==> src/rtl/vga_timing_gen.sv <==
// rtl/vga_timing_gen.sv - VGA raster timing generator with optional external sync lock (VGA_EXT_LOCK_EN)
// Column/row counters with boundary-stepped region FSMs; every output is registered from the next-state counters.
module vga_timing_gen #(
    parameter int   H_VISIBLE = 800,
    parameter int   H_FRONT   = 40,
    parameter int   H_SYNC    = 128,
    parameter int   H_BACK    = 88,
    parameter int   V_VISIBLE = 600,
    parameter int   V_FRONT   = 1,
    parameter int   V_SYNC    = 4,
    parameter int   V_BACK    = 23,
    parameter logic H_POL     = 1'b1,
    parameter logic V_POL     = 1'b1,
    parameter int   COL_W     = 12,
    parameter int   ROW_W     = 11
) (
    input  logic             clock,
    input  logic             reset,
    input  logic             enable,
`ifdef VGA_EXT_LOCK_EN
    input  logic             ext_hsync,
    input  logic             ext_vsync,
    output logic             locked,
`endif
    output logic [COL_W-1:0] display_col,
    output logic [ROW_W-1:0] display_row,
    output logic             visible,
    output logic             hsync,
    output logic             vsync,
    output logic             line_start,
    output logic             frame_start
);

    localparam int H_TOTAL = H_VISIBLE + H_FRONT + H_SYNC + H_BACK;
    localparam int V_TOTAL = V_VISIBLE + V_FRONT + V_SYNC + V_BACK;

    localparam logic [COL_W-1:0] H_LAST        = COL_W'(H_TOTAL - 1);
    localparam logic [COL_W-1:0] H_FRONT_START = COL_W'(H_VISIBLE);
    localparam logic [COL_W-1:0] H_SYNC_START  = COL_W'(H_VISIBLE + H_FRONT);
    localparam logic [COL_W-1:0] H_BACK_START  = COL_W'(H_VISIBLE + H_FRONT + H_SYNC);
    localparam logic [ROW_W-1:0] V_LAST        = ROW_W'(V_TOTAL - 1);
    localparam logic [ROW_W-1:0] V_FRONT_START = ROW_W'(V_VISIBLE);
    localparam logic [ROW_W-1:0] V_SYNC_START  = ROW_W'(V_VISIBLE + V_FRONT);
    localparam logic [ROW_W-1:0] V_BACK_START  = ROW_W'(V_VISIBLE + V_FRONT + V_SYNC);

    typedef enum logic [1:0] {ST_ACTIVE, ST_FRONT, ST_SYNC, ST_BACK} region_e;

    region_e          h_state_q, v_state_q;
    logic [COL_W-1:0] col_q, col_d;
    logic [ROW_W-1:0] row_q, row_d, row_inc;
    logic             visible_q, hsync_q, vsync_q, line_start_q, frame_start_q;
    logic             hs_apply, vs_apply;

`ifdef VGA_EXT_LOCK_EN
    // [0],[1] form the synchroniser, [2] is the previous synchronised level for edge detection.
    logic [2:0] hs_sync_q, vs_sync_q;
    logic       hs_pend_q, vs_pend_q, locked_q;
    logic       hs_req, vs_req;

    assign hs_req   = hs_pend_q | ((hs_sync_q[1] == H_POL) && (hs_sync_q[2] != H_POL));
    assign vs_req   = vs_pend_q | ((vs_sync_q[1] == V_POL) && (vs_sync_q[2] != V_POL));
    assign vs_apply = enable & vs_req;
    assign hs_apply = enable & hs_req & ~vs_req;
    assign locked   = locked_q;

    always_ff @(posedge clock) begin
        if (reset) begin
            hs_sync_q <= {3{~H_POL}};
            vs_sync_q <= {3{~V_POL}};
            hs_pend_q <= 1'b0;
            vs_pend_q <= 1'b0;
            locked_q  <= 1'b0;
        end else begin
            hs_sync_q <= {hs_sync_q[1:0], ext_hsync};
            vs_sync_q <= {vs_sync_q[1:0], ext_vsync};
            if (enable) begin
                hs_pend_q <= 1'b0;
                vs_pend_q <= 1'b0;
            end else begin
                hs_pend_q <= hs_req;
                vs_pend_q <= vs_req;
            end
            // Lock means the external line edge lands exactly where the free-running line would wrap.
            if (vs_apply) begin
                if (col_q != H_LAST) locked_q <= 1'b0;
            end else if (hs_apply) begin
                locked_q <= (col_q == H_LAST);
            end
        end
    end
`else
    assign hs_apply = 1'b0;
    assign vs_apply = 1'b0;
`endif

    assign row_inc = (row_q == V_LAST) ? '0 : row_q + 1'b1;

    always_comb begin
        col_d = col_q;
        row_d = row_q;
        if (enable) begin
            if (vs_apply) begin
                col_d = '0;
                row_d = '0;
            end else if (hs_apply || (col_q == H_LAST)) begin
                col_d = '0;
                row_d = row_inc;
            end else begin
                col_d = col_q + 1'b1;
            end
        end
    end

    always_ff @(posedge clock) begin
        if (reset) begin
            col_q         <= H_LAST;
            row_q         <= V_LAST;
            visible_q     <= 1'b0;
            line_start_q  <= 1'b0;
            frame_start_q <= 1'b0;
        end else begin
            col_q         <= col_d;
            row_q         <= row_d;
            line_start_q  <= enable && (col_d == '0);
            frame_start_q <= enable && (col_d == '0) && (row_d == '0);
            if (enable) begin
                visible_q <= (col_d < H_FRONT_START) && (row_d < V_FRONT_START);
            end
        end
    end

    always_ff @(posedge clock) begin
        if (reset) begin
            h_state_q <= ST_BACK;
            hsync_q   <= ~H_POL;
        end else if (enable) begin
            if (col_d == '0) begin
                h_state_q <= ST_ACTIVE;
                hsync_q   <= ~H_POL;
            end else begin
                case (h_state_q)
                    ST_ACTIVE: if (col_d == H_FRONT_START) begin
                        h_state_q <= ST_FRONT;
                        hsync_q   <= ~H_POL;
                    end
                    ST_FRONT: if (col_d == H_SYNC_START) begin
                        h_state_q <= ST_SYNC;
                        hsync_q   <= H_POL;
                    end
                    ST_SYNC: if (col_d == H_BACK_START) begin
                        h_state_q <= ST_BACK;
                        hsync_q   <= ~H_POL;
                    end
                    default: ;
                endcase
            end
        end
    end

    // The vertical machine only moves when a new line begins, so vsync spans whole rows.
    always_ff @(posedge clock) begin
        if (reset) begin
            v_state_q <= ST_BACK;
            vsync_q   <= ~V_POL;
        end else if (enable && (col_d == '0)) begin
            if (row_d == '0) begin
                v_state_q <= ST_ACTIVE;
                vsync_q   <= ~V_POL;
            end else begin
                case (v_state_q)
                    ST_ACTIVE: if (row_d == V_FRONT_START) begin
                        v_state_q <= ST_FRONT;
                        vsync_q   <= ~V_POL;
                    end
                    ST_FRONT: if (row_d == V_SYNC_START) begin
                        v_state_q <= ST_SYNC;
                        vsync_q   <= V_POL;
                    end
                    ST_SYNC: if (row_d == V_BACK_START) begin
                        v_state_q <= ST_BACK;
                        vsync_q   <= ~V_POL;
                    end
                    default: ;
                endcase
            end
        end
    end

    assign display_col = col_q;
    assign display_row = row_q;
    assign visible     = visible_q;
    assign hsync       = hsync_q;
    assign vsync       = vsync_q;
    assign line_start  = line_start_q;
    assign frame_start = frame_start_q;

endmodule

==> config.mk <==
export PLATFORM = sky130hd
export DESIGN_NAME = vga_timing_gen
export DESIGN_NICKNAME = d
export VERILOG_FILES = /design/src/rtl/vga_timing_gen.sv
export SDC_FILE = /design/constraint.sdc
export NUM_CORES = 1
export LEC_CHECK = 0
export CORE_MARGIN = 4
export CORE_UTILIZATION = 30
export CTS_CLUSTER_SIZE = 12
export DETAILED_ROUTE_END_ITERATION = 12
export SYNTH_ARGS = -nofsm -noshare
export SYNTH_HDL_FRONTEND = slang
export SYNTH_SLANG_ARGS = --single-unit
==> constraint.sdc <==
create_clock -name clock -period 3.5 [get_ports clock]
set_clock_uncertainty 0.2 [all_clocks]
set_input_delay 0.7 -clock clock [delete_from_list [all_inputs] [get_ports clock]]
set_output_delay 0.7 -clock clock [all_outputs]
set_load 0.05 [all_outputs]
Word-level counts from Yosys, hierarchy flattened
Index checks and enable logic that the tools add are counted.
{"block": "totals", "elab_cells": 67, "latch_bits": 0, "reg_bits": 32, "n_memories": 0, "mem_bits_rw": 0, "rom_bits": 0, "in_bits": 3}
{"block": "classes", "shift": 0, "div": 0, "reduce_logical": 11, "eq_ne": 18, "add_sub_neg": 2, "bitwise": 0, "n_lt_le_gt_ge": 2, "n_mul": 0, "mux": 25}
{"cell": "11-bit by 10-bit == test with 1-bit output, second input constant", "n": 4}
{"cell": "12-bit by 10-bit == test with 1-bit output, second input constant", "n": 3}
{"cell": "11-bit two-way mux", "n": 3}
{"cell": "12-bit two-way mux", "n": 2}
{"cell": "3-bit inequality test, second input constant", "n": 6}
{"cell": "2-bit two-way mux", "n": 8}
{"cell": "12-bit by 1-bit adder with 12-bit output, second input constant", "n": 1}
{"cell": "12-bit by 11-bit == test with 1-bit output, second input constant", "n": 1}
{"cell": "12-bit zero test", "n": 1}
{"cell": "12-bit by 10-bit less-than comparator with 1-bit output, second input constant", "n": 1}
{"cell": "2-bit case mux with 3 select lines", "n": 2}
{"cell": "11-bit by 1-bit adder with 11-bit output, second input constant", "n": 1}
{"cell": "11-bit zero test", "n": 1}
{"cell": "11-bit by 10-bit less-than comparator with 1-bit output, second input constant", "n": 1}
{"cell": "5-bit AND reduction", "n": 2}
{"cell": "1-bit two-way mux", "n": 8}
{"cell": "4-bit nonzero test", "n": 2}
{"cell": "1-bit case mux with 3 select lines", "n": 2}
{"cell": "2-bit by 1-bit == test with 1-bit output, second input constant", "n": 2}
{"cell": "2-bit == test, second input constant", "n": 2}
{"cell": "2-bit zero test", "n": 2}
{"cell": "1-bit logical AND", "n": 3}

Longest topological paths before layout
{"block": "depth", "ltp_word": 8, "ltp_mapped": 13}

Worst setup path before layout
Ideal clock, no wire load.
{"block": "synth_path", "path_kind": "register to register", "from": "register col_q[0] (netlist: display_col[0])", "to": "register vsync_q (netlist: vsync)", "t_arrival_ns": 3.686, "synth_period_minus_slack_ns": 3.960, "path_stages_with_launch": 12, "path_slack_ns": -0.460, "n_path_buf": 2, "path_cell_list": "dfxtp_1 -> ha_1 -> buf_2 -> nand4_1 -> or3_4 -> or3_4 -> a2111oi_2 -> o2111ai_2 -> or2_0 -> clkbuf_2 -> or4b_1 -> a31oi_1"}
{"block": "synth_between", "elab_chain_cells": 6, "word_cells_on_any_way": 18}
{"element": "start: declaration", "line": "49", "source": "logic [COL_W-1:0] col_q, col_d;"}
{"element": "start signal: assignment", "line": "122", "source": "col_q <= col_d;"}
{"element": "12-bit by 1-bit adder with 12-bit output / 12-bit by 11-bit == test with 1-bit output (equally long branches)", "line": "109, 105"}
{"element": "12-bit two-way mux / 11-bit two-way mux (equally long branches)", "line": "105", "source": "end else if (hs_apply || (col_q == H_LAST)) begin"}
{"element": "12-bit two-way mux / 11-bit two-way mux (equally long branches)", "line": "101", "source": "if (enable) begin"}
{"element": "12-bit zero test, or another cell as far along", "line": "165", "source": "end else if (enable && (col_d == '0)) begin"}
{"element": "1-bit logical AND, or another cell as far along", "line": "165"}
{"element": "5-bit AND reduction (no line)"}
{"element": "end signal: assignment", "line": "164", "source": "vsync_q <= ~V_POL;"}
{"element": "end signal: assignment", "line": "168", "source": "vsync_q <= ~V_POL;"}
{"element": "end signal: assignment", "line": "173", "source": "vsync_q <= ~V_POL;"}
{"element": "end: declaration", "line": "51", "source": "logic visible_q, hsync_q, vsync_q, line_start_q, frame_start_q;"}
Parallel ways exist; a longest one is shown, timed or not.
A chain may end at the register's enable or synchronous reset.

Worst setup path in the final report
Ends and elaborated chain as after synthesis.

==> results_dict.tcl <==
set metrics [dict create \
    drtIter0Drc 177 \
    fillers 680 \
    area_growth_pct 39.9 \
    yosys.area.top_type "dfxtp_1" \
    grt_pass1_wl_um 10100 \
    required_ns 3.52 \
    power_frac_clock 0.268 \
    finalNetCount 345 \
    post-place-ws_ns -0.364 \
    synth_flop_cell "dfxtp_1" \
    routedWlPerCell_um 14.2 \
    total_power_mw 1.36 \
    ir_worst_vdd_mv 0.187 \
    ys_seq_area_frac 0.298 \
    start_kind "flop" \
    synth_edf_count 0 \
    cellInternalPower_mw 0.832 \
    final_antenna_net_count 0 \
    finalMaxSlewViolations 0 \
    io_pins 31 \
    ys_warn_count 0 \
    synthesis.area_mm2 0.00215 \
    drive_gt1_frac 0.231 \
    p_comb_frac 0.404 \
    p_switching_mw 0.523 \
    synth_top_area_frac 0.298 \
    vias 2230 \
    synth.most_common_cell "dfxtp_1" \
    period_needed_ns 3.27 \
    synth_common_cells "dfxtp_1, nand2_1, nor2_1" \
    synth_cells 267 \
    start_util 0.313 \
    period_share 0.936 \
    ctsHoldBuffers 0 \
    grt-ovfl-total 0 \
    setup_viol 0 \
    clk_transition_reported_paths_ns 0.08 \
    insertion_delay_ns 0.29 \
    antenna_found_initial 0 \
    netlist_top_cells_area "dfxtp_1, ha_1, nand2_1" \
    multiInputGateArea_mm2 0.00146 \
    syn_avg_cell_area_um2 8.06 \
    die_area_mm2 0.00860 \
    cap_violations 0 \
    cp-end-kind "flop" \
    finalSetupTns_ns 0 \
    async_flop_share 0 \
    core.rowCount 30 \
    path_class "reg -> reg" \
    register_area_um2 657 \
    path_max_fanout 10 \
    first_pass_iters 5 \
    setup_ws_ns 0.226 \
    cts_num_sinks 32 \
    post-route-drc-count 0 \
    ys_ff_latch 32 \
    dieHeight_um 92.7 \
    fmax_mhz 305 \
    core_mm2 0.00687 \
    hold_path_class "reg -> reg" \
    io_buffers 30 \
    switching_share 0.386 \
    place.gp.congestion 0.856 \
    rsz0062_at_grt "false" \
    syn-num-nets 280 \
    clock-root-buffer "clkbuf_8" \
    post_synth_num_cell_types 57 \
    place_area_mm2 0.00285 \
    grt_use_total 0.146 \
    cts_max_level 2 \
    diodes 0 \
    wl_um 6110 \
    die_x_um 92.7 \
    power.density_mw_per_mm2 450 \
    dp.final_hpwl_um 4640 \
    tritoncts.num_buffers 5 \
    slew-limit-headroom 0.657 \
    run_status "finished clean" \
    grt_pass1_vias 2076 \
    final_hold_viol_count 0 \
    seq_power_share 0.328 \
    grt_max_degree 22 \
    tightestPinTransition_ns 0.514 \
    cts_buffer_depth 2 \
    power.leakage_nw 1.22 \
    via_per_inst 5.20 \
    fin_area_mm2 0.00301 \
    cts_tree "built" \
    arrival_ns 3.29 \
]
layout by cell type, fill, tap and decap left out, drive strengths merged, types with 3 or more instances in the layout:
cell type and n:
a21oi 13, a221o 3, a22o 3, a31oi 4, and3 6, buf 41, clkbuf 5, clkdlybuf4s50 29
dfxtp 32, ha 10, inv 12, nand2 22, nand2b 6, nand3 16, nand4 10, nor2 20
nor2b 3, nor3 12, nor3b 5, nor4 4, nor4b 3, o2111ai 3, o211ai 3, o21ai 9
o31ai 5, or3 3, xnor2 9, xor2 5
logic make-up after synthesis:
kind of cell,after synthesis,synth area share
DFF,32,0.297
buffers and inverters,25,0.0465
and+or+nand+nor,127,0.339
muxes,2,0.00930
AOI/OAI and AO/OA,57,0.192
adders and majority gates,10,0.0581
xor gates and xnor gates,14,0.0569
area by class of cell:
class / count / share of cell area
clock buffer: 5 / 0.0228
clock inverter: 3 / 0.0141
inverter: 12 / 0.0150
multi-input combinational: 210 / 0.485
sequential: 32 / 0.218
tap: 96 / 0.0399
timing repair buffer: 71 / 0.205
sequential cells by signal, summed over array words and instances (netlist names):
signal       count
display_col     12
visible          1
frame_start      1
h_state_q        2
display_row     11
line_start       1
vsync            1
hsync            1
v_state_q        2
metal layers:
metal	GRT usage	up-vias	share of wire
li1	-	1124	-
met1	0.199	1049	0.50
met2	0.230	48	0.45
met3	0.0227	9	0.032
met4	0.0574	0	0.016
met5	0	-	0
worst max-delay path, cell delays in order, from the launching register on:
cell and delay (ns):
dfxtp_4 0.42, ha_4 0.21, nand4_1 0.13, or3_4 0.35, or3_4 0.41, a2111oi_4 0.35
o2111ai_2 0.17, or2_1 0.27, or4b_1 0.52, a31oi_1 0.17
power by group through the flow:
stage	Sequential [mW]	Clock [mW]	Combinational (mW)
after floorplan	0.528	0	0.246
after global placement	0.452	0	0.526
after detailed placement	0.452	0	0.527
after CTS	0.443	0.374	0.532
after global routing	0.451	0.384	0.586
final	0.444	0.363	0.547
worst paths after layout:
path / slack (ns) / from / cells past startpoint / endpoint
setup reg to reg: 0.23 / display_col[0] / 9 / vsync
setup / recovery: 0.23 / display_col[0] / 9 / vsync
hold / removal: 0.30 / visible / 1 / visible
hold reg to reg: 0.30 / visible / 1 / visible
stage by stage:
step,utilization,std cells,hold slack (ns)
floorplan,-,267,0.285
detailed placement,0.415,419,0.291
global route,0.439,429,0.331
CTS,0.434,428,0.311
finish,0.439,429,0.304
global placement,0.415,419,0.284
repair_timing:
| item | CTS | global route |
|---|---|---|
| setup buffers | 1 | 1 |
| setup endpoints to repair | 2 | 6 |
| gates resized for setup | 2 | 9 |
| pin swaps | 3 | 6 |
Note: power is estimated with default switching activity, not from simulation.
